<file path="src/rtl/spi_memory_bridge.sv">
// SPI mode-0, LSB-first slave that turns framed SPI transactions into
// single-cycle read/write strobes on a parallel memory port with auto-increment.
module spi_memory_bridge #(
    parameter int ADDR_WIDTH  = 15,
    parameter int DATA_WIDTH  = 8,
    parameter int SYNC_STAGES = 2
) (
    input  logic                  clk,
    input  logic                  _reset,
    input  logic                  _select,
    input  logic                  sck,
    input  logic                  mosi,
    output logic                  miso,
    output logic [ADDR_WIDTH-1:0] addr,
    input  logic [DATA_WIDTH-1:0] data_in,
    output logic [DATA_WIDTH-1:0] data_out,
    output logic                  rd,
    output logic                  wr
);

    localparam int              CW   = $clog2(DATA_WIDTH);
    localparam logic [CW-1:0]   LAST = CW'(DATA_WIDTH - 1);

    typedef enum logic [2:0] {IDLE, ADDR_LO, ADDR_HI, WRITE, READ} state_t;

    logic [SYNC_STAGES-1:0] r_sck_sync;
    logic [SYNC_STAGES-1:0] r_mosi_sync;
    logic [SYNC_STAGES-1:0] r_sel_sync;
    logic                   r_sck_prev;
    logic                   r_sel_prev;

    state_t                 r_state;
    logic [CW-1:0]          r_bit_cnt;
    logic [DATA_WIDTH-2:0]  r_rx;
    logic [DATA_WIDTH-2:0]  r_tx;
    logic                   r_miso;
    logic [ADDR_WIDTH-1:0]  r_addr;
    logic [DATA_WIDTH-1:0]  r_data_out;
    logic                   r_rd;
    logic                   r_wr;
    logic                   r_rd_d;
    logic                   r_inc_pending;

    logic                   w_sck;
    logic                   w_mosi;
    logic                   w_sel;
    logic                   w_sck_rise;
    logic                   w_sck_fall;
    logic                   w_sel_fall;
    logic                   w_sel_rise;
    logic                   w_byte_done;
    logic [DATA_WIDTH-1:0]  w_byte;

    assign w_sck       = r_sck_sync[SYNC_STAGES-1];
    assign w_mosi      = r_mosi_sync[SYNC_STAGES-1];
    assign w_sel       = r_sel_sync[SYNC_STAGES-1];
    assign w_sck_rise  = w_sck & ~r_sck_prev;
    assign w_sck_fall  = ~w_sck & r_sck_prev;
    assign w_sel_fall  = ~w_sel & r_sel_prev;
    assign w_sel_rise  = w_sel & ~r_sel_prev;
    assign w_byte      = {w_mosi, r_rx};
    assign w_byte_done = w_sck_rise && (r_bit_cnt == LAST);

    always_ff @(posedge clk or negedge _reset) begin
        if (!_reset) begin
            r_sck_sync  <= '0;
            r_mosi_sync <= '0;
            r_sel_sync  <= '1;
            r_sck_prev  <= 1'b0;
            r_sel_prev  <= 1'b1;
        end else begin
            r_sck_sync  <= {r_sck_sync[SYNC_STAGES-2:0], sck};
            r_mosi_sync <= {r_mosi_sync[SYNC_STAGES-2:0], mosi};
            r_sel_sync  <= {r_sel_sync[SYNC_STAGES-2:0], _select};
            r_sck_prev  <= w_sck;
            r_sel_prev  <= w_sel;
        end
    end

    always_ff @(posedge clk or negedge _reset) begin
        if (!_reset) begin
            r_state       <= IDLE;
            r_bit_cnt     <= '0;
            r_rx          <= '0;
            r_tx          <= '0;
            r_miso        <= 1'b0;
            r_addr        <= '0;
            r_data_out    <= '0;
            r_rd          <= 1'b0;
            r_wr          <= 1'b0;
            r_rd_d        <= 1'b0;
            r_inc_pending <= 1'b0;
        end else begin
            r_rd   <= 1'b0;
            r_wr   <= 1'b0;
            r_rd_d <= r_rd;
            if (r_inc_pending) begin
                r_addr        <= r_addr + 1'b1;
                r_inc_pending <= 1'b0;
            end
            if (w_sel_rise) begin
                r_state   <= IDLE;
                r_bit_cnt <= '0;
                r_miso    <= 1'b0;
                r_rd_d    <= 1'b0;
            end else begin
                if (r_state != IDLE && w_sck_rise) begin
                    r_rx      <= w_byte[DATA_WIDTH-1:1];
                    r_bit_cnt <= r_bit_cnt + 1'b1;
                end
                case (r_state)
                    IDLE: begin
                        if (w_sel_fall) begin
                            r_state   <= ADDR_LO;
                            r_bit_cnt <= '0;
                        end
                    end
                    ADDR_LO: begin
                        if (w_byte_done) begin
                            r_addr[7:0] <= w_byte;
                            r_state     <= ADDR_HI;
                        end
                    end
                    ADDR_HI: begin
                        if (w_byte_done) begin
                            r_addr[ADDR_WIDTH-1:8] <= w_byte[ADDR_WIDTH-9:0];
                            if (w_byte[DATA_WIDTH-1]) begin
                                r_state <= WRITE;
                            end else begin
                                r_state <= READ;
                                r_rd    <= 1'b1;
                            end
                        end
                    end
                    WRITE: begin
                        if (w_byte_done) begin
                            r_data_out    <= w_byte;
                            r_wr          <= 1'b1;
                            r_inc_pending <= 1'b1;
                        end
                    end
                    READ: begin
                        // The fall right after a byte's last rise is skipped:
                        // the reload supplies bit 0 of the next byte instead.
                        if (w_byte_done) begin
                            r_addr <= r_addr + 1'b1;
                            r_rd   <= 1'b1;
                        end else if (w_sck_fall && r_bit_cnt != '0) begin
                            r_miso <= r_tx[0];
                            r_tx   <= r_tx >> 1;
                        end
                        if (r_rd_d) begin
                            r_tx   <= data_in[DATA_WIDTH-1:1];
                            r_miso <= data_in[0];
                        end
                    end
                    default: r_state <= IDLE;
                endcase
            end
        end
    end

    assign miso     = r_miso;
    assign addr     = r_addr;
    assign data_out = r_data_out;
    assign rd       = r_rd;
    assign wr       = r_wr;

endmodule

</file>
<file path="config.mk">
export PLATFORM = sky130hd
export DESIGN_NAME = spi_memory_bridge
export DESIGN_NICKNAME = d
export VERILOG_FILES = /design/src/rtl/spi_memory_bridge.sv
export SDC_FILE = /design/constraint.sdc
export NUM_CORES = 1
export LEC_CHECK = 0
export BUFFER_PORTS_ARGS = -buffer_cell sky130_fd_sc_hd__buf_4
export CELL_PAD_IN_SITES_DETAIL_PLACEMENT = 0
export CELL_PAD_IN_SITES_GLOBAL_PLACEMENT = 1
export CORE_MARGIN = 2
export CORE_UTILIZATION = 49
export DETAILED_ROUTE_END_ITERATION = 16
export PLACE_DENSITY_LB_ADDON = 0.1
export SETUP_SLACK_MARGIN = 0.1
export SKIP_LAST_GASP = 1
export SYNTH_ARGS = -nofsm -noshare
export SYNTH_HDL_FRONTEND = slang
export SYNTH_SLANG_ARGS = --single-unit
</file>
<file path="constraint.sdc">
create_clock -name clk -period 5.2 [get_ports clk]
set_input_delay 0.26 -clock clk [delete_from_list [all_inputs] [get_ports clk]]
set_output_delay 0.26 -clock clk [all_outputs]
set_load 0.02 [all_outputs]
</file>
## Yosys cells after proc, flatten, opt, wreduce, memory -nomap -nowiden

Cells that the tools add are included.

- Flip-flop bits (word level): 55
- Latch bits: 0
- RAM bits: 0
- Bits in read-only memories: 0
- Output and inout bits: 26
- Memories kept: 0

- $add $sub $neg: 2
- Multipliers: 0
- Div/mod/pow operators: 0
- Order comparisons: 0
- Eq/ne operators: 11
- Shifts and indexed selects: 0
- Muxes and demuxes: 33
- Bitwise operators: 9
- Reduce and logical (&&, ||, !) cells: 15

Operator list:

| cell | count |
|---|---|
| $mux 15 | 3 |
| $mux 7 | 4 |
| $mux 3 | 9 |
| $pmux 8 s2 | 1 |
| $add 15x1->15 const B | 1 |
| $pmux 7 s2 | 1 |
| $mux 1 | 12 |
| $ne 3x3->1 const B | 4 |
| $pmux 3 s4 | 1 |
| $reduce_bool 3->1 | 3 |
| $mux 8 | 1 |
| $reduce_and 4->1 | 2 |
| $eq 3x2->1 const B | 2 |
| $eq 3x3->1 const B | 2 |
| $reduce_and 3->1 | 2 |
| $not 1->1 | 5 |
| $and 1x1->1 | 4 |
| $reduce_bool 2->1 | 2 |
| $add 3x1->3 const B | 1 |
| $eq 3x1->1 const B | 1 |
| $logic_and 1x1->1 | 3 |
| $logic_not 3->1 | 1 |
| $ne 2x1->1 const B | 1 |
| $ne 2x2->1 const B | 1 |
| other kinds (3) | 3 |

## Depth between registers and ports, before layout

Gate-level depths: netlist (run 1).

- Depth in word-level cells: 8
- Gate-level depth with buffers: 8
- Mapped depth without buffers: 6

## Least setup slack after synthesis (run 1)

OpenSTA, ideal clock, no wires.

- Path type: register to register
- From: reg r_sel_prev
- To: reg r_addr[7] (netlist: addr[7])
- Arrival: 1.832 ns
- Required time: 5.072 ns
- Slack: 3.240 ns
- Stages on the path, launching flop included: 7
- Path buffers: 0
- Path through: dfstp_2 > inv_1 > ha_1 > or4b_1 > a21oi_4 > o211a_1 > o31ai_1

- Cells in the longest elaborated chain, start to end: 3

RTL lines:

| element | line | text |
|---|---|---|
| from (decl) | 30 | `logic r_sel_prev;` |
| from (signal assigned) | 76 | `r_sel_prev <= w_sel;` |
| $not 1->1 | 60 | `assign w_sel_rise = w_sel & ~r_sel_prev;` |
| $and 1x1->1 | 60 |  |
| $mux 15 | 101 | `if (w_sel_rise) begin` |
| to (signal assigned) | 98 | `r_addr <= r_addr + 1'b1;` |
| to (signal assigned) | 120 | `r_addr[7:0] <= w_byte;` |
| to (signal, indexed assignment) | 126 | `r_addr[ADDR_WIDTH-1:8] <= w_byte[ADDR_WIDTH-9:0];` |
| to (decl) | 37 | `logic [ADDR_WIDTH-1:0] r_addr;` |

No other way between the ends.
A chain may end at the register's enable or synchronous reset.

## Worst setup path after layout (run 1)

- From: reg r_sel_prev
- To: reg r_addr[11] (netlist: addr[11])

The elaborated chain is that of the path after synthesis.

==> impl_metrics.csv, run 1 <==
group,metric,value,unit
run_status,status,"complete, but fails checks",
run_status,violations,"negative hold slack",
cells_and_area,drive_gt1_frac,0.264,
clocking,numClockSinks,55,
floorplanning,start_util,0.501,
cells_and_area,area_growth,13.1,%
critical_path,critPathLaunchType,"flip-flop",
clocking,insertion_delay,0.30,ns
critical_path,critPathMaxFanout,14,
yosys,yosysTopAreaCell,"dfrtp_1",
clocking,numCtsBuffers,5,
critical_path,path_class,"flip-flop to flip-flop",
power_and_ir_drop,power_density,277,mW/mm^2
global_route,globalRouteTotalUtil,0.202,
yosys,synth_cells,260,
yosys,synthTopCellsByArea,"dfrtp_1, mux2_4, mux2i_1, a21oi_1, dfstp_2",
routing,first_pass_iters,4,
clocking,clk_pin_slew,0.09,ns
yosys,yosysSeqAreaShare,0.474,
yosys,async_reset_ff_frac,1.00,
routing,antenna_left,0,
timing,slew_viol_final,0,
global_route,antenna_found_initial,0,
job,maxCapViolCount,0,
clocking,cts_root_buffer,"clkbuf_8",
clocking,post_cts_resized,0,
place,dp_hpwl,4280,um
timing,setup_tns,0,ns
routing,drc,0,
power_and_ir_drop,vdd_ir_drop_max,0.171,mV
yosys,synth_commonest_cells,"dfrtp_1, nor2_1, a21oi_1, nand2_1",
clocking,cts_max_path_buffers,2,
critical_path,arrival,2.91,ns
routing,drt-total-wl,6190,um
timing,post-route-period-util,0.523,
floorplanning,die_w,81.1,um
floorplanning,fp.coreArea,0.00582,mm^2
timing,timing.final.crit_period,2.72,ns
floorplanning,die_h,81.1,um
routing,detail_route.wl_per_cell,16.9,um
timing,tightest_slew,0.777,ns
cells_and_area,diodes,0,
yosys,syn_area_per_cell,11.2,um^2
timing,setup_viol,0,
global_route,grt_overflow,0,
routing,vias,2157,
hold_path,hold_path.class,"primary input to asynchronous set/reset pin",
yosys,synth_most_common_cell,"dfrtp_1",
cells_and_area,finalInstanceArea,0.00330,mm^2
routing,viasPerCell,5.88,
clocking,cts_tree,"built",
place,placed_area,0.00320,mm^2
yosys,synthFlopType,"dfrtp_1",
yosys,ys_ff_latch,55,
floorplanning,io_pins,39,
timing,clock_skew,0.00523,ns
clocking,htreeDepth,2,
timing,max_freq,368,MHz
routing,drtIter0Drc,127,
yosys,synth_cell_type_count,61,
floorplanning,rows,28,
yosys,synth.top_cell.area_share,0.447,
cells_and_area,nFillCells,520,
yosys,ys.warnings.count,0,
timing,rsz0062_at_grt,"false",
place,io_buffers,38,
global_route,grt_pass1_wl,10200,um
cells_and_area,nets,310,
global_route,grt_max_degree,56,
critical_path,critPathCaptureType,"flip-flop",
critical_path,worstPathRequired,5.40,ns
timing,timing.slew.headroom,0.478,
yosys,netlist_area,0.00291,mm^2
global_route,grt_pass1_vias,2036,
yosys,synth_fp_nets,279,
timing,finalHoldViolations,19,
timing,holdWs,-0.00628,ns
yosys,synth_edf_count,0,
power_and_ir_drop,p_leak,1.48,nW
clocking,postCtsHoldBufs,0,
clocking,postCtsSetupRepairBufs,0,
floorplanning,die-area,0.00658,mm^2
place,place.gp.congestion,0.798,
==> stage by stage <==
stage	cells	util	hold slack [ns]	worst slack [ns]	power (mW)
3_3_place_gp	359	0.550	0.333	2.66	0.677
3_5_place_dp	359	0.550	0.342	2.58	0.680
5_1_grt	367	0.567	0.0364	2.36	0.966
2_1_floorplan	260	-	-0.0356	3.24	0.628
4_1_cts	367	0.567	0.0150	2.53	0.928
6_report	367	0.567	-0.00628	2.48	0.914
==> area by class of cell <==
type                       count  area (um^2)  share of cell area
tap                           75         93.8              0.0285
multi-input combinational    182         1410               0.427
clock inverter                 2         13.8             0.00417
clock buffer                   6         82.6              0.0250
sequential                    55         1380               0.419
timing repair buffer          38          285              0.0865
inverter                       9         33.8              0.0102
==> kinds of logic after synthesis <==
kind of cell	count (synthesis)	synth area share
simple gates	82	0.176
fa+ha+maj	6	0.0258
xor+xnor	10	0.0301
buf+inv	23	0.0434
compound gates	58	0.144
mux	26	0.108
flops	55	0.474
==> worst max-delay path, stage by stage (launching register included) <==
cell and delay (ns):
dfstp_2 0.54, inv_1 0.04, ha_1 0.40, nor4b_4 0.72, a21o_1 0.42, a311oi_1 0.16, a311oi_1 0.32
==> final timing paths <==
path | start | end | slack [ns] | cells past startpoint
worst max-delay path | r_sel_prev | addr[11] | 2.48 | 6
worst min-delay path | _reset | addr[1] | -0.006 | 1
worst max register to register | r_sel_prev | addr[11] | 2.48 | 6
worst min register to register | r_sck_sync[0] | r_sck_sync[1] | 0.36 | 0
max in group asynchronous | _reset | r_rx[3] | 4.76 | 1
min in group clk | _select | r_sel_sync[0] | 0.05 | 1
==> cells in the final DEF, fill, tap and decap left out, types with 7 or more instances in the layout <==
cell type and n:
dfrtp_1 52, buf_4 38, nor2_1 18, a21oi_1 16, nand2_1 12, mux2i_1 10, nand3_1 10, inv_1 9
mux2_4 9, mux2_2 7
==> metal layers <==
| layer | global-route usage | part of all wire | up-vias |
|---|---|---|---|
| li1 | - | - | 1033 |
| met5 | 0 | 0 | - |
| met4 | 0.0508 | 0.0084 | 0 |
| met1 | 0.296 | 0.49 | 1062 |
| met2 | 0.313 | 0.45 | 57 |
| met3 | 0.0333 | 0.047 | 5 |
==> power breakdown <==
| part | internal, mW | total (mW) | switching (mW) | leakage, nW |
|---|---|---|---|---|
| clock | 0.109 | 0.244 | 0.135 | 0.0516 |
| combinational | 0.0696 | 0.137 | 0.0674 | 0.728 |
| sequential | 0.464 | 0.533 | 0.0695 | 0.700 |
==> registers in the layout, summed over array words and instances, names as in the netlist, 3 cells and up <==
signal,count
r_bit_cnt,3
data_out,8
r_state,3
r_tx,7
addr,15
r_rx,7
Power figures use the tool's default switching activity.
==> inputs of run 2 (changes only) <==
--- a/config.mk
+++ b/config.mk
@@ -5,11 +5,12 @@
 export SDC_FILE = /design/constraint.sdc
 export NUM_CORES = 1
 export LEC_CHECK = 0
+export ABC_AREA = 1
 export BUFFER_PORTS_ARGS = -buffer_cell sky130_fd_sc_hd__buf_4
 export CELL_PAD_IN_SITES_DETAIL_PLACEMENT = 0
 export CELL_PAD_IN_SITES_GLOBAL_PLACEMENT = 1
 export CORE_MARGIN = 2
-export CORE_UTILIZATION = 49
+export CORE_UTILIZATION = 39
 export DETAILED_ROUTE_END_ITERATION = 16
 export PLACE_DENSITY_LB_ADDON = 0.1
 export SETUP_SLACK_MARGIN = 0.1
==> constraint.sdc (replaced) <==
create_clock -name clk -period 2.4 [get_ports clk]
set_input_delay 0.12 -clock clk [delete_from_list [all_inputs] [get_ports clk]]
set_output_delay 0.12 -clock clk [all_outputs]
set_load 0.02 [all_outputs]
==> impl_metrics.csv, run 2 <==
group,metric,value,unit
global_route,grt_max_degree,56,
yosys,synth_commonest_cells,"nand2_1, dfrtp_1, inv_1, o21ai_0, nand3_1",
critical_path,path_class,"flip-flop to flip-flop",
routing,drt-total-wl,7820,um
cells_and_area,largest_reg_flops,15,
clocking,clk_pin_slew,0.11,ns
routing,antenna_left,0,
global_route,grtUsageMet1,0.269,
cells_and_area,multi_input_area,0.00156,mm^2
place,dp_hpwl,5470,um
cells_and_area,layout_commonest_cell,"nand2_1",
timing,timing.final.crit_period,1.92,ns
yosys,syn_area_per_cell,7.57,um^2
yosys,ys.warnings.count,0,
global_route,grt_pass1_vias,2723,
critical_path,cp_top_family,"flip-flops",
clocking,numClockSinks,55,
routing,vias,2799,
clocking,cts_max_path_buffers,2,
yosys,synth_fp_nets,444,
timing,setup_viol,0,
critical_path,critPathCaptureType,"flip-flop",
global_route,globalRouteTotalUtil,0.190,
cells_and_area,drive_gt1_frac,0.166,
critical_path,slowest_delay,0.56,ns
timing,post-route-period-util,0.800,
timing,timing.slew.headroom,0.527,
yosys,synth_edf_count,0,
critical_path,worstPathRequired,2.60,ns
global_route,grt_overflow,0,
critical_path,path_cells,"ha_1 > inv_2 > nand2_4 > clkinv_4 > o21ai_1 > o21ai_0 > nand2_1 > o21ai_0",
clocking,numCtsBuffers,5,
clocking,htreeDepth,2,
yosys,async_reset_ff_frac,1.00,
job,maxCapViolCount,0,
cells_and_area,nets,483,
critical_path,crit_top_cell,"o21ai_0",
cells_and_area,area_growth,15.1,%
routing,viasPerCell,4.91,
yosys,synthFlopType,"dfrtp_1",
global_route,grt_use_met2,0.303,
critical_path,cp-startpoint,"r_sel_sync[1]",
yosys,yosysSeqAreaShare,0.429,
cells_and_area,most-common-layout-cells,"nand2_1, dfrtp_1, inv_1, o21ai_0, buf_4",
cells_and_area,diodes,0,
place,io_buffers,38,
yosys,synth_most_common_cell,"nand2_1",
critical_path,slowest_stage,"dfstp_2",
clocking,postCtsSetupRepairBufs,0,
critical_path,crit_buf_inv,2,
routing,drc,0,
yosys,synth.top_cell.area_share,0.405,
critical_path,r2r-start,"r_sel_sync[1]",
routing,drtIter0Drc,140,
global_route,grt_pass1_wl,13400,um
timing,max_freq,521,MHz
timing,rsz0062_at_grt,"false",
global_route,grt_busiest_layer,"met2",
yosys,ys_ff_latch,55,
floorplanning,fp.coreArea,0.00809,mm^2
yosys,synth_cells,425,
power_and_ir_drop,vdd_ir_drop_max,0.311,mV
floorplanning,die-area,0.00899,mm^2
floorplanning,start_util,0.397,
routing,detail_route.wl_per_cell,13.7,um
place,place.gp.congestion,0.805,
critical_path,arrival,2.12,ns
global_route,gr-usage-met3,0.0311,
yosys,yosysTopAreaCell,"dfrtp_1",
clocking,cts_root_buffer,"clkbuf_8",
critical_path,critPathLaunchType,"flip-flop",
hold_path,min-delay-start,"data_in[5]",
timing,tightest_slew,0.709,ns
critical_path,critPathMaxFanout,15,
cells_and_area,register_area,0.00138,mm^2
timing,slew_viol_final,0,
global_route,antenna_found_initial,0,
floorplanning,die_h,94.8,um
floorplanning,die_w,94.8,um
hold_path,hold_path.class,"primary input to flip-flop",
floorplanning,rows,33,
routing,first_pass_iters,4,
timing,finalHoldViolations,0,
power_and_ir_drop,power,2.83,mW
yosys,synth_cell_type_count,41,
clocking,cts_tree,"built",
floorplanning,io_pins,39,
power_and_ir_drop,p_leak,1.92,nW
yosys,synthTopCellsByArea,"dfrtp_1, nand2_1, o21ai_0, inv_1, nand3_1",
cells_and_area,nFillCells,871,
yosys,netlist_area,0.00322,mm^2
run_status,status,"finished, final reports clean",
power_and_ir_drop,power_density,763,mW/mm^2
timing,setup_tns,0,ns
timing,clock_skew,0.00622,ns
clocking,insertion_delay,0.31,ns
-- run 2: cell types whose count changed in the layout (fill, tap and decap cells not counted), sizes merged, moves of 5 or more --
cell / delta
nand3: +16
nor2: +9
mux2i: -9
o21ai: +52
inv: +40
a21oi: -13
nand2: +140
o211ai: +7
nor4b: -5
mux2: -16
a311oi: -5
-- run 2: stage by stage --
step | util | setup WS (ns) | hold WS (ns) | area (um^2) | std cells
finish | 0.458 | 0.479 | 0.0370 | 3700 | 570
CTS | 0.458 | 0.474 | 0.0273 | 3700 | 570
detailed placement | 0.441 | 0.498 | 0.223 | 3570 | 558
global placement | 0.441 | 0.514 | 0.220 | 3570 | 558
global route | 0.458 | 0.303 | 0.0313 | 3700 | 570
floorplan | - | 0.740 | -0.176 | 3220 | 425
-- run 2: metal layers --
layer	vias to the layer above	part of all wire
met2	64	0.45
li1	1441	-
met1	1283	0.50
met4	0	0.015
met3	11	0.044
met5	-	0
-- run 2: cell families after synthesis --
logic type      after synthesis  share of synthesized area
simple gates                218                      0.290
compound gates               77                      0.153
buf+inv                      62                     0.0852
flops                        55                      0.429
xor+xnor                      6                     0.0163
fa+ha+maj                     6                     0.0233
mux                           1                    0.00311
-- run 2: tightest hold or removal path: cells and delay by family --
family          cells  cell delay [ns]
compound gates      2             0.12
buf+inv             1             0.08
-- run 2: where the power goes --
group	internal (mW)	switching (mW)
clock network	0.237	0.327
registers	1.12	0.201
logic	0.348	0.591
-- run 2: layout make-up --
class                   instances  share of cell area
inverters                      50              0.0520
repair buffers                 44              0.0919
multi-input cells             308               0.422
clock inverters                 2             0.00372
clock buffers                   6              0.0223
well taps                     105              0.0355
flip-flops and latches         55               0.373
-- run 2: path summary, 6_finish.rpt --
check / to / depth (start not counted) / slack (ns)
hold / removal: r_tx[4] / 3 / 0.04
hold reg to reg: r_sel_sync[1] / 0 / 0.36
setup reg to reg: addr[5] / 8 / 0.48
min in group asynchronous: addr[13] / 2 / 0.40
setup / recovery: addr[5] / 8 / 0.48
max in group asynchronous: r_rx[1] / 2 / 1.54
-- run 2: repair_timing --
action | 4_1_cts | 5_1_grt
hold buffers | 4 | 0
hold endpoints to repair | 55 | 0
resized for setup | 0 | 0
==> inputs of run 3 (changes only) <==
==> constraint.sdc (replaced) <==
create_clock -name clk -period 1.7 [get_ports clk]
set_input_delay 0.085 -clock clk [delete_from_list [all_inputs] [get_ports clk]]
set_output_delay 0.085 -clock clk [all_outputs]
set_load 0.02 [all_outputs]
==> impl_metrics.csv, run 3 (synthesis gave the netlist of run 2 again) <==
group,metric,value,unit
run_status,status,"finished, final reports clean",
hold_path,hold_depth,3,
floorplanning,die_w,94.8,um
global_route,grt_overflow,0,
timing,rsz0062_at_grt,"true",
routing,wl_met3,419,um
power_and_ir_drop,vdd_ir_drop_max,0.610,mV
cells_and_area,nets,524,
power_and_ir_drop,p_leak,2.18,nW
routing,drt-total-wl,8400,um
hold_path,min_to,"r_tx[6]",
clocking,cts_tree,"built",
clocking,cts_root_buffer,"clkbuf_8",
cells_and_area,largest_reg_flops,15,
timing,timing.final.crit_period,1.58,ns
clocking,numClockSinks,55,
place,place.gp.congestion,0.837,
cells_and_area,diodes,0,
place,placed_area,0.00375,mm^2
routing,wl_met2,3990,um
routing,met1Wirelength,3930,um
cells_and_area,multi_input_area,0.00170,mm^2
critical_path,reg2reg_depth,9,
clocking,insertion_delay,0.32,ns
critical_path,arrival,1.83,ns
critical_path,r2r-start,"r_bit_cnt[0]",
clocking,cts_max_path_buffers,2,
critical_path,critPathMaxFanout,7,
routing,vias,2982,
job,maxCapViolCount,0,
floorplanning,start_util,0.397,
global_route,grt_max_degree,31,
cells_and_area,finalInstanceArea,0.00426,mm^2
floorplanning,die_h,94.8,um
timing,setup_viol,0,
critical_path,critPathLaunchType,"flip-flop",
timing,holdWs,0.00297,ns
place,io_buffers,38,
routing,routed.top_layer,"met4",
global_route,grt_pass1_vias,2787,
floorplanning,io_pins,39,
clocking,numCtsBuffers,5,
floorplanning,rows,33,
cells_and_area,most-common-layout-cells,"nand2_1, buf_4, dfrtp_1, inv_1, o21ai_0",
timing,clock_skew,0.0120,ns
critical_path,critPathCaptureType,"flip-flop",
critical_path,reg2reg_slack,0.12,ns
timing,max_freq,634,MHz
routing,detail_route.wl_per_cell,13.8,um
routing,drtIter0Drc,117,
hold_path,hold_path.class,"primary input to flip-flop",
cells_and_area,final_util,0.527,
routing,drc,0,
routing,antenna_left,0,
cells_and_area,area_growth,32.5,%
floorplanning,die-area,0.00899,mm^2
cells_and_area,nFillCells,824,
hold_path,min-delay-start,"data_in[7]",
clocking,htreeDepth,2,
global_route,grt_pass1_wl,13600,um
global_route,globalRouteTotalUtil,0.196,
timing,slew_viol_final,0,
cells_and_area,layout_commonest_cell,"nand2_1",
cells_and_area,drive_gt1_frac,0.304,
place,dp_hpwl,5990,um
clocking,clk_pin_slew,0.11,ns
timing,post-route-period-util,0.928,
routing,viasPerCell,4.88,
cells_and_area,register_area,0.00139,mm^2
power_and_ir_drop,power_density,1000,mW/mm^2
global_route,antenna_found_initial,0,
critical_path,r2r_end,"addr[0]",
timing,finalHoldViolations,0,
timing,tightest_slew,0.379,ns
timing,timing.slew.headroom,0.747,
critical_path,worstPathRequired,1.95,ns
critical_path,path_class,"flip-flop to flip-flop",
routing,first_pass_iters,5,
floorplanning,fp.coreArea,0.00809,mm^2
timing,setup_tns,0,ns
[run 3: cell types whose count changed in the layout (fill, tap and decap cells not counted), sizes merged]
cell | before | now
clkinvlp | 0 | 1
clkbuf | 6 | 7
inv | 50 | 49
dlygate4sd3 | 4 | 6
buf | 40 | 78
[run 3: worst max path at each step]
stage,startpoint,endpoint,slack [ns]
6_report,r_bit_cnt[0],addr[0],0.12
5_1_grt,r_bit_cnt[0],addr[0],-0.006
4_1_cts,addr[0],addr[6],0.07
3_5_place_dp,addr[0],addr[6],0.02
3_3_place_gp,r_bit_cnt[0],addr[3],0.03
2_1_floorplan,addr[1],addr[4],0.11
[run 3: per-layer routing]
| metal | GRT usage | vias to the layer above |
|---|---|---|
| met4 | 0.0483 | 0 |
| met1 | 0.283 | 1395 |
| li1 | - | 1515 |
| met5 | 0 | - |
| met2 | 0.309 | 67 |
| met3 | 0.0271 | 5 |
[run 3: timing repair]
| action | in CTS | in global routing |
|---|---|---|
| buffers inserted | 4 | 14 |
| hold buffers | 6 | 0 |
| endpoints found under the setup margin | 23 | 37 |
| cloned | 1 | 1 |
| endpoints found under the hold margin | 30 | 0 |
| gates resized for setup | 6 | 58 |
| pin swaps | 0 | 17 |
[run 3: cell type report]
| cell class | instances | area share |
|---|---|---|
| clock buffers | 6 | 0.0194 |
| repair buffers | 85 | 0.176 |
| flip-flops and latches | 55 | 0.325 |
| clock inverters | 2 | 0.00323 |
| well taps | 105 | 0.0308 |
| inverters | 50 | 0.0473 |
| multi-input cells | 308 | 0.398 |
[run 3: power breakdown]
group          leakage [nW]  switching (mW)  internal, mW  total, mW
combinational          1.44           0.943         0.646       1.59
sequential            0.695           0.272          1.59       1.86
clock                0.0516           0.474         0.335      0.809
[run 3: stage by stage]
stage                     instances  setup WS (ns)  power [mW]
after floorplan                 425          0.114        2.78
after global placement          577         0.0269        3.28
after detailed placement        577         0.0171        3.30
after CTS                       596         0.0742        4.15
after global routing            611       -0.00625        4.59
final                           611          0.122        4.26
[run 3: worst max-delay path, stage by stage, from the launching register on]
cell        delay, ns
dfrtp_1          0.40
ha_2             0.20
ha_4             0.16
nand2_4          0.09
clkinvlp_4       0.21
nand2_1          0.12
nand2_1          0.05
a22oi_1          0.13
nand2_1          0.09
o21ai_2          0.07
